$ cat config.mk
export PLATFORM = sky130hd
export DESIGN_NAME = nco_sweep_ctrl
export DESIGN_NICKNAME = d
export VERILOG_FILES = /design/src/rtl/nco_sweep_pkg.sv /design/src/rtl/nco_sweep_step.sv /design/src/rtl/nco_sweep_ctrl.sv
export SDC_FILE = /design/constraint.sdc
export NUM_CORES = 1
export LEC_CHECK = 0
export ABC_CLOCK_PERIOD_IN_PS = 5600
export CAP_MARGIN = 20
export CORE_UTILIZATION = 43
export CTS_CLUSTER_DIAMETER = 60
export CTS_CLUSTER_SIZE = 16
export DETAILED_ROUTE_END_ITERATION = 16
export PLACE_DENSITY_LB_ADDON = 0.25
export SLEW_MARGIN = 15
export SYNTH_ARGS = -nofsm -noshare
export SYNTH_HDL_FRONTEND = slang
export SYNTH_SLANG_ARGS = --single-unit
$ cat constraint.sdc
create_clock -name clk_i -period 5.6 [get_ports clk_i]
set_clock_uncertainty 0.2 [all_clocks]
set_input_delay 1.68 -clock clk_i [delete_from_list [all_inputs] [get_ports clk_i]]
set_output_delay 1.68 -clock clk_i [all_outputs]
set_load 0.01 [all_outputs]
$ cat src/rtl/nco_sweep_pkg.sv
// -----------------------------------------------------------------------------
// nco_sweep_pkg
// Shared types and default widths for the NCO frequency-sweep controller.
//   state_t : controller FSM states (IDLE / SWEEP / FINISH)
//   dir_t   : sweep direction (UP / DOWN)
//   PHASE_W_DEF / DWELL_W_DEF : default phase-increment and dwell widths
// -----------------------------------------------------------------------------
package nco_sweep_pkg;

  localparam int PHASE_W_DEF = 16;
  localparam int DWELL_W_DEF = 16;

  typedef enum logic [1:0] {
    ST_IDLE   = 2'd0,
    ST_SWEEP  = 2'd1,
    ST_FINISH = 2'd2
  } state_t;

  typedef enum logic {
    DIR_UP   = 1'b0,
    DIR_DOWN = 1'b1
  } dir_t;

  // Opposite direction, used when a triangle sweep turns around.
  function automatic dir_t dir_flip(input dir_t d);
    dir_flip = (d == DIR_UP) ? DIR_DOWN : DIR_UP;
  endfunction

endpackage

$ cat src/rtl/nco_sweep_step.sv
// -----------------------------------------------------------------------------
// nco_sweep_step
// Combinational next-value calculator for one sweep leg.
//   cur      : current phase increment
//   step     : unsigned step magnitude
//   stop     : leg endpoint (value is never allowed past it)
//   dir      : leg direction
//   next_val : cur +/- step, clamped to stop
//   at_stop  : the leg is finished (cur already at stop, or step is zero)
// The arithmetic is one bit wider than the phase so that a carry out of the
// top or a borrow through zero is detected and clamped rather than wrapping.
// -----------------------------------------------------------------------------
module nco_sweep_step
  import nco_sweep_pkg::*;
#(
  parameter int PHASE_W = PHASE_W_DEF
) (
  input  logic [PHASE_W-1:0] cur,
  input  logic [PHASE_W-1:0] step,
  input  logic [PHASE_W-1:0] stop,
  input  dir_t               dir,
  output logic [PHASE_W-1:0] next_val,
  output logic               at_stop
);

  logic [PHASE_W:0] sum_s;
  logic [PHASE_W:0] diff_s;

  // Widened add/subtract and clamp to the leg endpoint.
  always_comb begin
    sum_s    = {1'b0, cur} + {1'b0, step};
    diff_s   = {1'b0, cur} - {1'b0, step};
    next_val = stop;
    if (dir == DIR_UP) begin
      if (sum_s[PHASE_W] || (sum_s[PHASE_W-1:0] > stop)) begin
        next_val = stop;
      end else begin
        next_val = sum_s[PHASE_W-1:0];
      end
    end else begin
      if (diff_s[PHASE_W] || (diff_s[PHASE_W-1:0] < stop)) begin
        next_val = stop;
      end else begin
        next_val = diff_s[PHASE_W-1:0];
      end
    end
    // A zero step can never reach a distinct stop, so it ends the leg after
    // one dwell period just like an equal start/stop pair.
    at_stop = (cur == stop) || (step == {PHASE_W{1'b0}});
  end

endmodule

$ cat src/rtl/nco_sweep_ctrl.sv
// -----------------------------------------------------------------------------
// nco_sweep_ctrl
// Linear frequency-sweep sequencer feeding the CORDIC NCO phase increment.
// Steps phase_inc_o from start_inc to stop_inc, holding each value for
// dwell+1 valid cycles, single-shot or continuous.
//
// Ports:
//   clk_i        system clock
//   rst_i        asynchronous active-low reset
//   start_i      start pulse, honoured only in IDLE
//   abort_i      terminate sweep immediately (wins over start_i in IDLE)
//   cont_i       1 = continuous, 0 = single-shot (latched at start)
//   start_inc_i  first phase increment (latched at start)
//   stop_inc_i   final phase increment (latched at start)
//   step_i       unsigned step magnitude (latched at start)
//   dwell_i      hold length minus one (latched at start)
//   phase_inc_o  phase increment to NCO
//   val_o        phase_inc_o is a live sample
//   busy_o       controller is outside IDLE
//   done_o       one-cycle pulse at the end of a single-shot sweep
//   wrap_o       one-cycle pulse on the first sample after a restart/reversal
//
// Build option:
//   NCO_SWEEP_TRIANGLE_EN - continuous mode reverses at each endpoint
//                           (triangle) instead of jumping back (sawtooth).
// -----------------------------------------------------------------------------
module nco_sweep_ctrl
  import nco_sweep_pkg::*;
#(
  parameter int PHASE_W = PHASE_W_DEF,
  parameter int DWELL_W = DWELL_W_DEF
) (
  input  logic               clk_i,
  input  logic               rst_i,
  input  logic               start_i,
  input  logic               abort_i,
  input  logic               cont_i,
  input  logic [PHASE_W-1:0] start_inc_i,
  input  logic [PHASE_W-1:0] stop_inc_i,
  input  logic [PHASE_W-1:0] step_i,
  input  logic [DWELL_W-1:0] dwell_i,
  output logic [PHASE_W-1:0] phase_inc_o,
  output logic               val_o,
  output logic               busy_o,
  output logic               done_o,
  output logic               wrap_o
);

  state_t             state_r,     state_nx_s;
  logic [PHASE_W-1:0] phase_inc_r, phase_nx_s;
  logic               val_r,       val_nx_s;
  logic               busy_r,      busy_nx_s;
  logic               done_r,      done_nx_s;
  logic               wrap_r,      wrap_nx_s;
  logic [PHASE_W-1:0] start_r,     start_nx_s;
  logic [PHASE_W-1:0] stop_r,      stop_nx_s;
  logic [PHASE_W-1:0] step_r,      step_nx_s;
  logic [DWELL_W-1:0] dwell_r,     dwell_nx_s;
  logic               cont_r,      cont_nx_s;
  logic [DWELL_W-1:0] dwell_cnt_r, dwell_cnt_nx_s;
  // leg_r = 1 while a triangle sweep runs back from stop toward start.
  logic               leg_r,       leg_nx_s;

  dir_t               dir0_s;
  dir_t               dir_s;
  logic [PHASE_W-1:0] target_s;
  logic [PHASE_W-1:0] calc_next_s;
  logic               at_stop_s;

  // Leg direction and endpoint derived from the latched configuration.
  always_comb begin
    dir0_s = (stop_r >= start_r) ? DIR_UP : DIR_DOWN;
    if (leg_r) begin
      dir_s    = dir_flip(dir0_s);
      target_s = start_r;
    end else begin
      dir_s    = dir0_s;
      target_s = stop_r;
    end
  end

  nco_sweep_step #(.PHASE_W(PHASE_W)) u_step (
    .cur      (phase_inc_r),
    .step     (step_r),
    .stop     (target_s),
    .dir      (dir_s),
    .next_val (calc_next_s),
    .at_stop  (at_stop_s)
  );

`ifdef NCO_SWEEP_TRIANGLE_EN
  // First sample of the opposite leg, taken straight from the turning point.
  logic [PHASE_W-1:0] rev_target_s;
  logic [PHASE_W-1:0] rev_next_s;
  logic               rev_at_stop_s;

  assign rev_target_s = leg_r ? stop_r : start_r;

  nco_sweep_step #(.PHASE_W(PHASE_W)) u_step_rev (
    .cur      (phase_inc_r),
    .step     (step_r),
    .stop     (rev_target_s),
    .dir      (dir_flip(dir_s)),
    .next_val (rev_next_s),
    .at_stop  (rev_at_stop_s)
  );
`endif

  // Next-state and next-output logic of the sweep FSM.
  always_comb begin
    state_nx_s     = state_r;
    phase_nx_s     = phase_inc_r;
    val_nx_s       = 1'b0;
    busy_nx_s      = busy_r;
    done_nx_s      = 1'b0;
    wrap_nx_s      = 1'b0;
    start_nx_s     = start_r;
    stop_nx_s      = stop_r;
    step_nx_s      = step_r;
    dwell_nx_s     = dwell_r;
    cont_nx_s      = cont_r;
    dwell_cnt_nx_s = dwell_cnt_r;
    leg_nx_s       = leg_r;

    case (state_r)
      ST_IDLE: begin
        busy_nx_s = 1'b0;
        if (start_i && !abort_i) begin
          start_nx_s     = start_inc_i;
          stop_nx_s      = stop_inc_i;
          step_nx_s      = step_i;
          dwell_nx_s     = dwell_i;
          cont_nx_s      = cont_i;
          state_nx_s     = ST_SWEEP;
          phase_nx_s     = start_inc_i;
          val_nx_s       = 1'b1;
          busy_nx_s      = 1'b1;
          dwell_cnt_nx_s = {DWELL_W{1'b0}};
          leg_nx_s       = 1'b0;
        end else begin
          state_nx_s = ST_IDLE;
        end
      end

      ST_SWEEP: begin
        if (abort_i) begin
          state_nx_s     = ST_IDLE;
          busy_nx_s      = 1'b0;
          dwell_cnt_nx_s = {DWELL_W{1'b0}};
        end else if (dwell_cnt_r != dwell_r) begin
          dwell_cnt_nx_s = dwell_cnt_r + {{(DWELL_W-1){1'b0}}, 1'b1};
          val_nx_s       = 1'b1;
        end else begin
          dwell_cnt_nx_s = {DWELL_W{1'b0}};
          if (!at_stop_s) begin
            phase_nx_s = calc_next_s;
            val_nx_s   = 1'b1;
          end else if (!cont_r) begin
            state_nx_s = ST_FINISH;
            done_nx_s  = 1'b1;
          end else begin
            val_nx_s  = 1'b1;
            wrap_nx_s = 1'b1;
`ifdef NCO_SWEEP_TRIANGLE_EN
            leg_nx_s   = ~leg_r;
            phase_nx_s = rev_next_s;
`else
            phase_nx_s = start_r;
`endif
          end
        end
      end

      ST_FINISH: begin
        state_nx_s = ST_IDLE;
        busy_nx_s  = 1'b0;
      end

      default: begin
        state_nx_s = ST_IDLE;
        busy_nx_s  = 1'b0;
      end
    endcase
  end

  // State, configuration and registered-output flops.
  always_ff @(posedge clk_i or negedge rst_i) begin
    if (!rst_i) begin
      state_r     <= ST_IDLE;
      phase_inc_r <= {PHASE_W{1'b0}};
      val_r       <= 1'b0;
      busy_r      <= 1'b0;
      done_r      <= 1'b0;
      wrap_r      <= 1'b0;
      start_r     <= {PHASE_W{1'b0}};
      stop_r      <= {PHASE_W{1'b0}};
      step_r      <= {PHASE_W{1'b0}};
      dwell_r     <= {DWELL_W{1'b0}};
      cont_r      <= 1'b0;
      dwell_cnt_r <= {DWELL_W{1'b0}};
      leg_r       <= 1'b0;
    end else begin
      state_r     <= state_nx_s;
      phase_inc_r <= phase_nx_s;
      val_r       <= val_nx_s;
      busy_r      <= busy_nx_s;
      done_r      <= done_nx_s;
      wrap_r      <= wrap_nx_s;
      start_r     <= start_nx_s;
      stop_r      <= stop_nx_s;
      step_r      <= step_nx_s;
      dwell_r     <= dwell_nx_s;
      cont_r      <= cont_nx_s;
      dwell_cnt_r <= dwell_cnt_nx_s;
      leg_r       <= leg_nx_s;
    end
  end

  assign phase_inc_o = phase_inc_r;
  assign val_o       = val_r;
  assign busy_o      = busy_r;
  assign done_o      = done_r;
  assign wrap_o      = wrap_r;

endmodule

==> run summary <==
## Placed design
* **dpl hpwl** 16850 µm
* **minimum setup slack after placement** 735.7 ps
* **DP Cell Count** 1181
* **Final Wtd Congestion** 0.9451
* **number of buffer cells added on primary ports** 88

## Route
* **Post-route DRC** 0
* **average wire per standard cell** 18.81 µm
* **Antenna Nets Post-Route** 0
* **detailed-routing iteration count for the pre-antenna-repair pass** 5
* **final routed wirelength across all metal layers** 22510 µm
* **DRT iter0 DRCs** 588
* **total via count after detailed routing** 6871
* **per-cell via count in the routed design** 5.740

## Synth
* **number of synthesized flops with an enable pin** 0
* **share of synthesized area spent on multiplexers** 3.275%
* **area share of xor/xnor cells in the synthesized design** 7.552%
* **Adder-Cell Fraction of Synth Area** 13.23%
* **compound-gate portion of the synthesized area** 20.60%
* **post-synthesis register bit count** 103
* **dominant combinational cell family by area after synthesis** compound AO/OA/AOI/OAI gates
* **Synth Warn #** 0
* **prevailing post-synth register cell** dfrtp_1
* **synthesized netlist cell count** 895
* **distinct cell type count of the synthesized netlist** 70
* **Synth Area per Inst** 8.793 µm²
* **combined area of all synthesized cells** 0.007870 mm²
* **post-synthesis async set-or-reset flop share** 100.0%
* **net count after synthesis** 1046
* **sequential share of the synthesized area** 32.75%
* **post-synthesis share of cell area spent on and, or, nand and nor gates** 16.87%

## Setup path
* **startpoint type of the worst setup path** flop
* **R2R Path Start** phase_inc_o[0]
* **R2R setup slack** 630 ps
* **Worst Path Class, Setup** reg2reg
* **worst path arrival time** 5010 ps
* **Worst EP required** 5630 ps
* **R2R depth** 17
* **category of the worst setup path capture point** flop
* **Crit Reg-Reg Endpoint** phase_inc_o[15]
* **peak fanout along the critical path** 16

## STA
* **max-slew violation total from the final report** 0
* **total negative setup slack** 0 ps
* **number of endpoints with negative hold slack in the final report** 0
* **f_max** 201.1 MHz
* **Max-slew headroom** 31.01%
* **final worst path period share** 88.79%
* **actual slew at the worst max-slew pin** 1027 ps
* **crit path setup slack, layout** 627.8 ps
* **Final Hold Slack** 288.4 ps
* **number of setup violations in the final report** 0
* **unrepaired setup endpoints after global routing** no
* **post-layout min period** 4972 ps

## Min path
* **worst min path class** reg2reg
* **worst hold path endpoint** busy_o
* **hold path cells** 1
* **startpoint of the most critical hold path** busy_o

## Floorplan
* **total die area** 0.01885 mm²
* **starting density of the core** 43.81%
* **die boundary width** 137.3 µm
* **vertical die dimension** 137.3 µm
* **count of standard-cell rows** 49
* **ports placed on the boundary** 89
* **placeable core region** 0.01796 mm²

## Clock tree
* **clock network latency to the later pin of the worst-skew pair** 370 ps
* **number of levels in the clock H-tree** 3
* **clock buffer count from CTS** 9
* **number of buffers inserted for hold repair after clock tree synthesis** 0
* **post-CTS setup repair buffer count** 0
* **Resized Gates After CTS** 0
* **maximum number of buffers from clock root to sink** 2
* **clock-pin slew reported for the worst setup and hold paths after clock tree synthesis** 80 ps
* **sink count of the clock tree** 103
* **CTS tree** built
* **Root Buffer** clkbuf_16

## Cells and area
* **total number of nets in the final design** 1114
* **non-filler cells, final** 1197
* **Ant. Diodes** 0
* **proportion of layout cells with a drive suffix above 1** 7.231%
* **Synth-to-Final Area Change** 17.52%
* **top library cells by usage in the layout, fill and taps aside** dfrtp_1, clkdlybuf4s50_1, nand2_1, ha_1, o21ai_0
* **most common cell after layout, fill and taps aside** dfrtp_1

## Status
* **result of the run** finished clean

## Power and ir drop
* **PwrDens** 566.2 mW/mm²
* **IR drop worst, VDD** 0.2677 mV
* **Leakage** 3.988 nW
* **total design power** 0.005236 W

## Global route
* **initial antenna violation count** 0
* **global route overflow** 0
* **Tot GR Track Use** 25.46%
* **maximum number of pins on one net before global-route repair** 116
* **global-route wire length before repair** 36260 µm
* **via count of the first global-routing pass** 6693

## Run
* **count of max-cap constraint violations** 0

routing by layer:
layer | global-route usage, % | wire length (µm)
met5 | 0 | 0
met4 | 8.242 | 512
met3 | 3.900 | 1256
met2 | 39.37 | 10040
met1 | 36.23 | 10700
Yosys cell counts, types with 7 or more instances:
master | count | area (µm²)
dfrtp_1 | 103 | 2577
nand2_1 | 86 | 322.8
ha_1 | 80 | 1001
o21ai_0 | 77 | 385.4
inv_1 | 65 | 244.0
a21oi_1 | 60 | 300.3
nor2_1 | 47 | 176.4
xnor2_1 | 41 | 359.1
xor2_1 | 25 | 219.0
nand3_1 | 24 | 120.1
clkbuf_1 | 22 | 82.58
mux2_2 | 19 | 214.0
nand4_1 | 18 | 112.6
a21o_1 | 15 | 112.6
nor4_1 | 14 | 87.58
nor3_1 | 13 | 65.06
buf_2 | 12 | 60.06
nor2b_1 | 12 | 75.07
nand2b_1 | 11 | 68.82
o31ai_1 | 11 | 82.58
and3_1 | 8 | 50.05
o31ai_2 | 8 | 100.1
a211oi_1 | 7 | 52.55
o221ai_1 | 7 | 61.31
o22ai_1 | 7 | 43.79
logic make-up after synthesis:
family                   after synthesis
AND/OR/NAND/NOR                      261
AO/OA/AOI/OAI                        252
buffers and inverters                107
flip-flops                           103
adder cells (fa/ha/maj)               82
XOR/XNOR                              67
multiplexers                          23
through the flow:
step | instance area, µm² | util [%]
floorplan | 7870 | -
global placement | 8935 | 49.74
detailed placement | 8935 | 49.74
CTS | 9249 | 51.49
global route | 9249 | 51.49
finish | 9249 | 51.49
sequential cells by signal, indices dropped and copies added, names as in the netlist, 2 cells and up:
| signal | flops |
|---|---|
| dwell_cnt_r | 16 |
| dwell_r | 16 |
| phase_inc_o | 16 |
| start_r | 16 |
| state_r | 2 |
| step_r | 16 |
| stop_r | 16 |
worst max path at each step:
stage	from	endpoint	slack, ps	cells past startpoint
6_report	phase_inc_o[0]	phase_inc_o[15]	630	17
5_1_grt	phase_inc_o[9]	phase_inc_o[15]	250	16
4_1_cts	phase_inc_o[0]	phase_inc_o[15]	710	17
3_5_place_dp	phase_inc_o[0]	phase_inc_o[15]	740	17
3_3_place_gp	phase_inc_o[5]	phase_inc_o[15]	890	16
2_1_floorplan	phase_inc_o[0]	phase_inc_o[10]	1330	19
worst max-delay path, stage by stage, from the launching register on:
cell	delay, ps
dfrtp_1	440
ha_1	240
fa_1	400
nor2b_1	160
o21ai_1	310
a211oi_1	150
a211oi_2	350
o31ai_1	130
xnor2_1	240
ha_1	290
nand4_1	140
nor4_1	90
a21boi_0	130
o41a_1	440
nor2_1	220
nand3_2	360
a311oi_1	400
o22ai_1	130
where the power goes:
part           internal (W)  switching [W]
clock              0.000322       0.000350
combinational       0.00142        0.00204
sequential         0.000901       0.000203
total               0.00264        0.00259
cell type report:
class,count,area (µm²)
clock buffers,9,225.2
clock inverters,7,88.84
fillers,1739,8715
inverters,65,244.0
multi-input cells,685,4853
flip-flops and latches,103,2577
well taps,229,286.5
repair buffers,99,973.4
Power figures use the tool's default switching activity.
